## src/rtl/keccak_pkg.sv

```systemverilog
// Shared Keccak constants and the squeeze FSM state type.
// Lane i of the flat 1600-bit state holds A[x = i mod 5][y = i div 5] at bits [64*i +: 64].
package keccak_pkg;

  localparam int unsigned ROW_SIZE       = 5;
  localparam int unsigned COL_SIZE       = 5;
  localparam int unsigned LANE_SIZE      = 64;
  localparam int unsigned NUM_LANES      = ROW_SIZE * COL_SIZE;
  localparam int unsigned STATE_WIDTH    = ROW_SIZE * COL_SIZE * LANE_SIZE;
  localparam int unsigned RATE_WIDTH     = 11;
  localparam int unsigned OUT_LEN_WIDTH  = 16;
  localparam int unsigned LANE_IDX_WIDTH = 5;

  typedef enum logic [1:0] {
    StIdle,
    StStream,
    StPermWait
  } squeeze_state_e;

endpackage

```

## src/rtl/keccak_lane_select.sv

```systemverilog
// Combinational lane extraction from a flat 1600-bit Keccak state.
// Ports:
//   i_state    - flat state, lane i at bits [64*i +: 64]
//   i_lane_idx - lane index 0..24
//   o_lane     - selected lane (zero for out-of-range indices)
module keccak_lane_select
  import keccak_pkg::*;
(
  input  logic [STATE_WIDTH-1:0]    i_state,
  input  logic [LANE_IDX_WIDTH-1:0] i_lane_idx,
  output logic [LANE_SIZE-1:0]      o_lane
);

  always_comb begin
    o_lane = '0;
    for (int i = 0; i < int'(NUM_LANES); i++) begin
      if (i_lane_idx == LANE_IDX_WIDTH'(i)) begin
        o_lane = i_state[i*LANE_SIZE +: LANE_SIZE];
      end
    end
  end

endmodule

```

## src/rtl/keccak_squeeze.sv

```systemverilog
// Keccak squeeze phase: streams the rate portion of a permuted state as an
// AXI4-Stream source, one lane per beat, requesting further permutations when
// the rate is exhausted before the requested digest length.
// Ports:
//   clk, rst            - clock, asynchronous active-high reset
//   start_i             - one-cycle request to squeeze state_array_i
//   state_array_i       - permuted state (captured on start / perm_done_i)
//   rate_i, out_len_i   - rate in bits (multiple of 64), digest length in bytes
//   perm_req_o          - level request for another permutation
//   perm_done_i         - pulse: state_array_i holds the new permuted state
//   t_data_o .. t_ready_i - AXI4-Stream source
//   busy_o, done_o      - not idle; one-cycle completion pulse
module keccak_squeeze
  import keccak_pkg::*;
#(
  parameter int unsigned DWIDTH     = 64,
  parameter int unsigned KEEP_WIDTH = DWIDTH / 8
) (
  input  logic                     clk,
  input  logic                     rst,
  input  logic                     start_i,
  input  logic [STATE_WIDTH-1:0]   state_array_i,
  input  logic [RATE_WIDTH-1:0]    rate_i,
  input  logic [OUT_LEN_WIDTH-1:0] out_len_i,
  output logic                     perm_req_o,
  input  logic                     perm_done_i,
  output logic [DWIDTH-1:0]        t_data_o,
  output logic [KEEP_WIDTH-1:0]    t_keep_o,
  output logic                     t_valid_o,
  output logic                     t_last_o,
  input  logic                     t_ready_i,
  output logic                     busy_o,
  output logic                     done_o
);

  localparam logic [OUT_LEN_WIDTH-1:0]  BeatBytes = OUT_LEN_WIDTH'(KEEP_WIDTH);
  localparam logic [KEEP_WIDTH-1:0]     KeepAll   = '1;
  localparam logic [LANE_IDX_WIDTH-1:0] LastLane  = LANE_IDX_WIDTH'(NUM_LANES - 1);

  squeeze_state_e             r_state, w_state_next;
  logic [STATE_WIDTH-1:0]     r_buf;
  logic [RATE_WIDTH-1:0]      r_rate_lanes, w_rate_lanes_next;
  logic [OUT_LEN_WIDTH-1:0]   r_remaining, w_remaining_next;
  logic [LANE_IDX_WIDTH-1:0]  r_lane_idx, w_lane_idx_next;
  logic                       r_done, w_done_next;
  logic                       w_load;

  logic [LANE_SIZE-1:0]       w_lane;
  logic [OUT_LEN_WIDTH-1:0]   w_take;
  logic [KEEP_WIDTH-1:0]      w_keep;
  logic                       w_last;
  logic                       w_rate_end;

  keccak_lane_select u_lane_select (
    .i_state    (r_buf),
    .i_lane_idx (r_lane_idx),
    .o_lane     (w_lane)
  );

  assign w_take = (r_remaining < BeatBytes) ? r_remaining : BeatBytes;
  assign w_keep = (r_remaining >= BeatBytes) ? KeepAll : (KeepAll >> (BeatBytes - r_remaining));
  assign w_last = (r_remaining <= BeatBytes);
  // Also stop at the physical last lane so an oversized rate cannot index past the state.
  assign w_rate_end = (r_lane_idx == LastLane) ||
                      (RATE_WIDTH'(r_lane_idx) + RATE_WIDTH'(1) >= r_rate_lanes);

  always_comb begin
    w_state_next      = r_state;
    w_load            = 1'b0;
    w_rate_lanes_next = r_rate_lanes;
    w_remaining_next  = r_remaining;
    w_lane_idx_next   = r_lane_idx;
    w_done_next       = 1'b0;
    unique case (r_state)
      StIdle: begin
        if (start_i) begin
          if (out_len_i == '0) begin
            w_done_next = 1'b1;
          end else begin
            w_load            = 1'b1;
            w_rate_lanes_next = rate_i >> 6;
            w_remaining_next  = out_len_i;
            w_lane_idx_next   = '0;
            w_state_next      = StStream;
          end
        end
      end
      StStream: begin
        if (t_ready_i) begin
          w_remaining_next = r_remaining - w_take;
          w_lane_idx_next  = r_lane_idx + LANE_IDX_WIDTH'(1);
          // Last beat wins over the rate boundary.
          if (w_last) begin
            w_state_next = StIdle;
            w_done_next  = 1'b1;
          end else if (w_rate_end) begin
            w_state_next = StPermWait;
          end
        end
      end
      StPermWait: begin
        if (perm_done_i) begin
          w_load          = 1'b1;
          w_lane_idx_next = '0;
          w_state_next    = StStream;
        end
      end
      default: w_state_next = StIdle;
    endcase
  end

  always_ff @(posedge clk or posedge rst) begin
    if (rst) begin
      r_state      <= StIdle;
      r_buf        <= '0;
      r_rate_lanes <= '0;
      r_remaining  <= '0;
      r_lane_idx   <= '0;
      r_done       <= 1'b0;
    end else begin
      r_state      <= w_state_next;
      r_rate_lanes <= w_rate_lanes_next;
      r_remaining  <= w_remaining_next;
      r_lane_idx   <= w_lane_idx_next;
      r_done       <= w_done_next;
      if (w_load) begin
        r_buf <= state_array_i;
      end
    end
  end

  // Outputs decode from registers only, so they are stable under backpressure
  // and drop to zero as soon as rst is asserted.
  assign t_valid_o  = (r_state == StStream);
  assign t_data_o   = t_valid_o ? DWIDTH'(w_lane) : '0;
  assign t_keep_o   = t_valid_o ? w_keep : '0;
  assign t_last_o   = t_valid_o & w_last;
  assign perm_req_o = (r_state == StPermWait);
  assign busy_o     = (r_state != StIdle);
  assign done_o     = r_done;

endmodule

```

## config.mk

```make
export PLATFORM = sky130hd
export DESIGN_NAME = keccak_squeeze
export DESIGN_NICKNAME = d
export VERILOG_FILES = /design/src/rtl/keccak_pkg.sv /design/src/rtl/keccak_lane_select.sv /design/src/rtl/keccak_squeeze.sv
export SDC_FILE = /design/constraint.sdc
export NUM_CORES = 2
export LEC_CHECK = 0
export CORE_AREA = 2 2 664 666
export CTS_BUF_LIST = sky130_fd_sc_hd__clkbuf_16
export DETAILED_ROUTE_END_ITERATION = 6
export DIE_AREA = 0 0 666 668
export GPL_TIMING_DRIVEN = 0
export PLACE_DENSITY = 0.34
export SYNTH_ARGS = -nofsm -noshare
export SYNTH_HDL_FRONTEND = slang
export SYNTH_HIERARCHICAL = 1
export SYNTH_SLANG_ARGS = --single-unit
export TNS_END_PERCENT = 100
```

## constraint.sdc

```tcl
create_clock -name clk -period 66.2 [get_ports clk]
set_input_delay 13.24 -clock clk [delete_from_list [all_inputs] [get_ports clk]]
set_output_delay 13.24 -clock clk [all_outputs]
set_load 0.03 [all_outputs]
```

======== Word-level counts from Yosys, hierarchy flattened ========
Index checks and enable logic that the tools add are counted.
cells by class
  shift-type cells ........................ 1
  reduce and logical (&&, ||, !) cells .... 11
  $lt $le $gt $ge ......................... 4
  equality and inequality tests ........... 31
  multiplexer cells ....................... 54
  bitwise gates (word level) .............. 2
  add/subtract/negate cells ............... 4
operator list
  cell                                                             count
  2-to-1 mux 64 bit                                                26
  2-to-1 mux 16 bit                                                4
  equality test 5 bit, second input constant                       9
  equality test 5 x 4 -> 1 bit, second input constant              8
  case mux 16 bit (2 select lines)                                 1
  equality test 5 x 3 -> 1 bit, second input constant              4
  2-to-1 mux 5 bit                                                 4
  >= comparator 16 x 4 -> 1 bit, second input constant             1
  less-or-equal comparator 16 x 4 -> 1 bit, second input constant  1
  logical NOT 16 bit                                               1
  less-than comparator 16 x 4 -> 1 bit, second input constant      1
  2-to-1 mux 8 bit                                                 2
  right shift 8 x 16 -> 8 bit, first input constant                1
  subtractor 16 bit                                                1
  subtractor 4 x 16 -> 16 bit, first input constant                1
  case mux 5 bit (3 select lines)                                  1
  2-to-1 mux 2 bit                                                 6
  equality test 5 x 2 -> 1 bit, second input constant              2
  AND reduction 5 bit                                              2
  2-to-1 mux 1 bit                                                 7
  adder 5 x 1 -> 6 bit, second input constant                      1
  >= comparator 6 x 5 -> 1 bit                                     1
  case mux 2 bit (3 select lines)                                  1
  adder 5 x 1 -> 5 bit, second input constant                      1
  16 further kinds                                                 20
word-level totals
  output and inout port bits .............. 77
  bits in registers ....................... 1629

======== Logic depth before layout (Yosys ltp) ========
  depth in word-level cells ............... 27
  depth in mapped cells ................... 12
  gate-level depth less buffers ........... 10

======== Cells and area by module ========
The synthesis kept the hierarchy.
modules (own cells, without submodules)
  module              sequential area each (um^2)  cells an instance  instances  area each (um^2)
  keccak_squeeze      40764.1                      3724               1          61555.3
  keccak_lane_select  0.0                          2361               1          14826.7

======== Worst setup path after synthesis ========
Ideal clock, no wire load.
  path type ............................... flip-flop to output port
  start point ............................. register r_remaining[4]
  end point ............................... output t_keep_o[6]
  required time ........................... 52.960 ns
  arrival ................................. 2.767 ns
  path slack .............................. 50.193 ns
  cell stages (with the launch flop) ...... 8
  cell sequence ........................... dfrtp_1 -> buf_4 -> or2_2 -> a221o_1 -> or4_1 -> a211oi_2 -> nand3_2 -> o21ai_0
between the ends
  cells in the longest elaborated chain, start to end .. 4
  elaborated cells between the ends (all ways) .. 5
  classes of those cells .................. 1 x add/sub; 1 x order compare; 1 x shift; 2 x mux
RTL lines
  element                      line                   source
  start, declared              keccak_squeeze.sv:43   logic [OUT_LEN_WIDTH-1:0] r_remaining, w_remaining_next;
  start signal, assigned       keccak_squeeze.sv:123  r_remaining <= w_remaining_next;
  subtractor 4 x 16 -> 16 bit  keccak_squeeze.sv:61   assign w_keep = (r_remaining >= BeatBytes) ? KeepAll : (KeepAll >> (BeatBytes - r_remaining));
  right shift 8 x 16 -> 8 bit  keccak_squeeze.sv:61
  2-to-1 mux 8 bit (*)         keccak_squeeze.sv:61
  2-to-1 mux 8 bit (*)         keccak_squeeze.sv:136  assign t_keep_o = t_valid_o ? w_keep : '0;
  end, declared                keccak_squeeze.sv:28   output logic [KEEP_WIDTH-1:0] t_keep_o,
Mark *: on every way between the ends. The rest lies on a longest branch, timed or not.

======== Final worst setup path ========
  start point ............................. register r_lane_idx[0]
  end point ............................... output t_data_o[43]
between the ends
  cells in the longest elaborated chain, start to end .. 27
  elaborated cells between the ends (all ways) .. 51
  classes of those cells .................. 24 x eq/ne; 26 x mux; 1 x reduce/logical
RTL lines
  element                          line                      source
  start, declared                  keccak_squeeze.sv:44      logic [LANE_IDX_WIDTH-1:0] r_lane_idx, w_lane_idx_next;
  start signal, assigned           keccak_squeeze.sv:124     r_lane_idx <= w_lane_idx_next;
  logical NOT 5 bit                keccak_lane_select.sv:17  if (i_lane_idx == LANE_IDX_WIDTH'(i)) begin
  2-to-1 mux 64 bit (24 in a row)  keccak_lane_select.sv:17
  2-to-1 mux 64 bit (*)            keccak_lane_select.sv:17
  named net w_lane[43]             keccak_squeeze.sv:48      logic [LANE_SIZE-1:0] w_lane;
  2-to-1 mux 64 bit (*)            keccak_squeeze.sv:135     assign t_data_o = t_valid_o ? DWIDTH'(w_lane) : '0;
  end, declared                    keccak_squeeze.sv:27      output logic [DWIDTH-1:0] t_data_o,
Mark *: on every way through the listed nets, which the timed path passes. The rest lies on a longest branch.

==> metrics.md <==
| Metric | Value |
|---|---|
| Reg2Reg Setup Slack | `62.41 ns` |
| Final GP Congestion | `0.921` |
| Hold Vio Cnt, Final | `0` |
| Post-synthesis sequential area ratio | `0.534` |
| Status | `complete, but fails checks` |
| Syn Area/Cell | `12.6 um^2` |
| Mapped cell area | `76,400 um^2` |
| Drt first-iter violations | `8,801` |
| # IOs | `1,709` |
| Setup TNS | `0 ns` |
| Ys async rst share | `1.00` |
| Most frequent cell after synthesis | `dfrtp_1` |
| Vias in the first global route | `68.7k` |
| Leakage | `43.0 nW` |
| WP data arrival | `8.49 ns` |
| Synth Instances | `6,085` |
| Top cell type's share of synthesized area | `0.534` |
| Main combinational cell family by area after synthesis | `multiplexers` |
| Sequential power share | `0.322` |
| Number of max-cap violations | `15` |
| DRC | `0` |
| Fmax | `46.0 MHz` |
| Initial antenna violation count | `626` |
| Core Region | `437,000 um^2` |
| Hold Path Class | `register to register` |
| GRT Total Usage | `0.320` |
| DR WL met3 | `59,100 um` |
| Total gr overflow | `0` |
| CTS tree | `built` |
| Skew final | `0.0636 ns` |
| Clk_lat worst skew | `0.98 ns` |
| Min Tclk post-route | `21.73 ns` |
| Util after Layout | `0.249` |
| Die Wd | `666 um` |
| RSZ-0062 raised after global routing | `false` |
| 1st-pass router iterations | `6` |
| Ys flop type | `dfrtp_1` |
| Final antenna-violating net count | `0` |
| Height of the die | `668 um` |
| First-pass GRT wire length | `888,000 um` |
| Largest cells by area after synthesis | `dfrtp_1 53%, mux2_2 24%, a21oi_1 2.5%, buf_2 2.0%, o21ai_0 1.5%` |
| Pre-CTS WS | `45.59 ns` |
| Setup crit end kind | `output port` |
| Drt via density | `5.03` |
| Synth Area in Compound Gates | `0.124` |
| Worst slew margin | `-0.166` |
| Synth-to-layout area growth | `42.8%` |
| Clock network power share | `0.196` |
| Post-Route WL | `738,000 um` |
| Post-CTS Setup Inserts | `0` |
| Fin crit share | `0.328` |
| Cell taking the most area after synthesis | `dfrtp_1` |
| Most frequent cells after synthesis | `1,629 x dfrtp_1, 1,619 x mux2_2, 388 x a21oi_1` |
| Int Power | `3.22 mW` |
| CTS Buf Count | `217` |
| Violated checks | `capacitance limit, slew limit` |
| Switching share of power | `0.473` |
| Setup Crit Path Kind | `register to output port` |
| Final setup violation count | `0` |
| Part of the power in combinational logic | `0.482` |
| Synth Area in Adders | `0.00147` |
| Die ar. | `445,000 um^2` |
| Worst slew pin tran | `1.75 ns` |
| Share of post-route cells with drive strength above 1 | `0.297` |
| CTS sink count | `1,629` |
| Pwr dens | `56.0 nW/um^2` |
| Largest net degree at the start of global routing | `117` |
| Wl on met1 | `302,000 um` |
| Post-synth EDFFs | `0` |
| Post-Synth XOR/XNOR Area | `0.000688` |
| Site Rows | `243` |
| Post-synthesis net count | `7,726` |
| CTS H-tree lvls | `4` |
| WP data required | `52.96 ns` |
| Synth Area in Simple Gates | `0.0537` |
| Post_cts resized | `0` |
| Dpl hpwl | `603,000 um` |
| Mux cell area share after synthesis | `0.253` |
| Post-CTS Hold Buffers | `0` |
| Synth unique cells | `102` |
| Clock Path Buffers | `4` |
| Worst-path maximum fanout | `13` |
| Fin worst setup slack | `44.47 ns` |
| Clk root buf | `clkbuf_16` |
| Wire length on met2 | `333,000 um` |
| Clk pin slew, worst setup/hold paths | `0.05 ns` |
| Slew Viols, Final | `112` |
| Nets@finish | `9,689` |
| Ys Warns | `6` |
| Wirelength per Cell | `51.9 um` |
| Highest routed layer | `met5` |
| NetSw | `2.89 mW` |
| Yosys reg bits | `1,629` |
| Port Buffers | `1,701` |
| Initial core utilization | `0.175` |
| Detailed-route via count | `71.6k` |
| Element type at the critical path start | `register` |
| Peak supply drop | `0.0255 mV` |
[cells in the final DEF, fill, tap and decap left out, types with 32 or more instances in the layout]
| cell type | n |
|---|---|
| clkbuf_16 | 218 |
| clkinv_1 | 54 |
| a31oi_1 | 34 |
| a211oi_1 | 62 |
| diode_2 | 242 |
| dfrtp_1 | 1629 |
| o221ai_1 | 43 |
| a2bb2oi_1 | 55 |
| buf_2 | 311 |
| clkdlybuf4s50_1 | 1701 |
| clkinv_2 | 36 |
| o21ai_0 | 229 |
| nand3_1 | 58 |
| clkbuf_1 | 74 |
| o22ai_1 | 167 |
| a22oi_1 | 106 |
| o21ai_1 | 35 |
| inv_1 | 79 |
| buf_4 | 39 |
| mux2i_1 | 57 |
| a21o_1 | 46 |
| nor2_1 | 224 |
| mux2_2 | 1619 |
| buf_6 | 32 |
| nand2_1 | 187 |
| and2_1 | 69 |
| nor3_1 | 36 |
| a21oi_1 | 387 |
[sequential cells by signal, indices dropped and copies added (netlist names)]
signal	cells
r_lane_idx	5
done_o	1
r_state	2
r_buf	1600
r_remaining	16
r_rate_lanes	5
[worst max-delay path, cell delays in order, from the launching register on]
cell	delay, ns
dfrtp_1	0.88
buf_6	0.29
nor2b_1	0.14
buf_2	0.34
buf_2	0.77
nand2_1	1.05
o221ai_1	1.12
a21oi_1	0.46
nor4_1	1.26
o21ai_1	0.20
and2_1	0.33
clkdlybuf4s50_1	0.69
[logic make-up after synthesis]
| kind of cell | after synthesis |
|---|---|
| and+or+nand+nor | 791 |
| DFF | 1629 |
| adders and majority gates | 9 |
| muxes | 1698 |
| AOI/OAI and AO/OA | 1448 |
| other | 1 |
| xor gates and xnor gates | 6 |
| buffers and inverters | 503 |
[path summary, 6_finish.rpt]
path / from / end / cells past startpoint
setup reg to reg: r_state[1]$_DFFE_PP0P_ / r_buf[673]$_DFFE_PP0P_ / 9
hold / removal: r_buf[411]$_DFFE_PP0P_ / r_buf[411]$_DFFE_PP0P_ / 1
hold reg to reg: r_buf[411]$_DFFE_PP0P_ / r_buf[411]$_DFFE_PP0P_ / 1
max in group asynchronous: rst / r_buf[824]$_DFFE_PP0P_ / 7
setup / recovery: r_lane_idx[0]$_DFFE_PP0P_ / t_data_o[43] / 11
min in group asynchronous: rst / r_buf[283]$_DFFE_PP0P_ / 2
[stage by stage]
stage	hold WS [ns]	power [mW]	cell area [um^2]	std cells
final	0.496	6.11	109000	14227
after global routing	0.511	6.23	109000	14107
after CTS	0.499	6.09	108000	13984
after detailed placement	0.486	4.87	102000	13585
after global placement	0.479	4.84	101000	13543
after floorplan	0.448	3.12	76400	6085
[area by class of cell]
class	instances	area (um^2)
fillers	46241	328000
flip-flops and latches	1629	40800
multi-input cells	3953	33200
repair buffers	1744	17800
well taps	5757	7200
clock buffers	218	5460
plain buffers	474	2490
clock inverters	181	1420
diodes	242	606
inverters	29	116
[power groups by stage]
stage | combinational, mW | sequential, mW | clock [mW]
2_1_floorplan | 1.38 | 1.73 | 0
3_3_place_gp | 2.86 | 1.98 | 0
3_5_place_dp | 2.91 | 1.96 | 0
4_1_cts | 2.92 | 1.95 | 1.22
5_1_grt | 2.96 | 2.01 | 1.26
6_report | 2.94 | 1.97 | 1.20
[per-layer routing]
metal,vias to the layer above,GRT usage
met3,1498,0.0822
met2,4788,0.503
met4,182,0.166
li1,26974,-
met1,38112,0.403
met5,-,0
No activity file was read; power rests on OpenSTA's default activity.
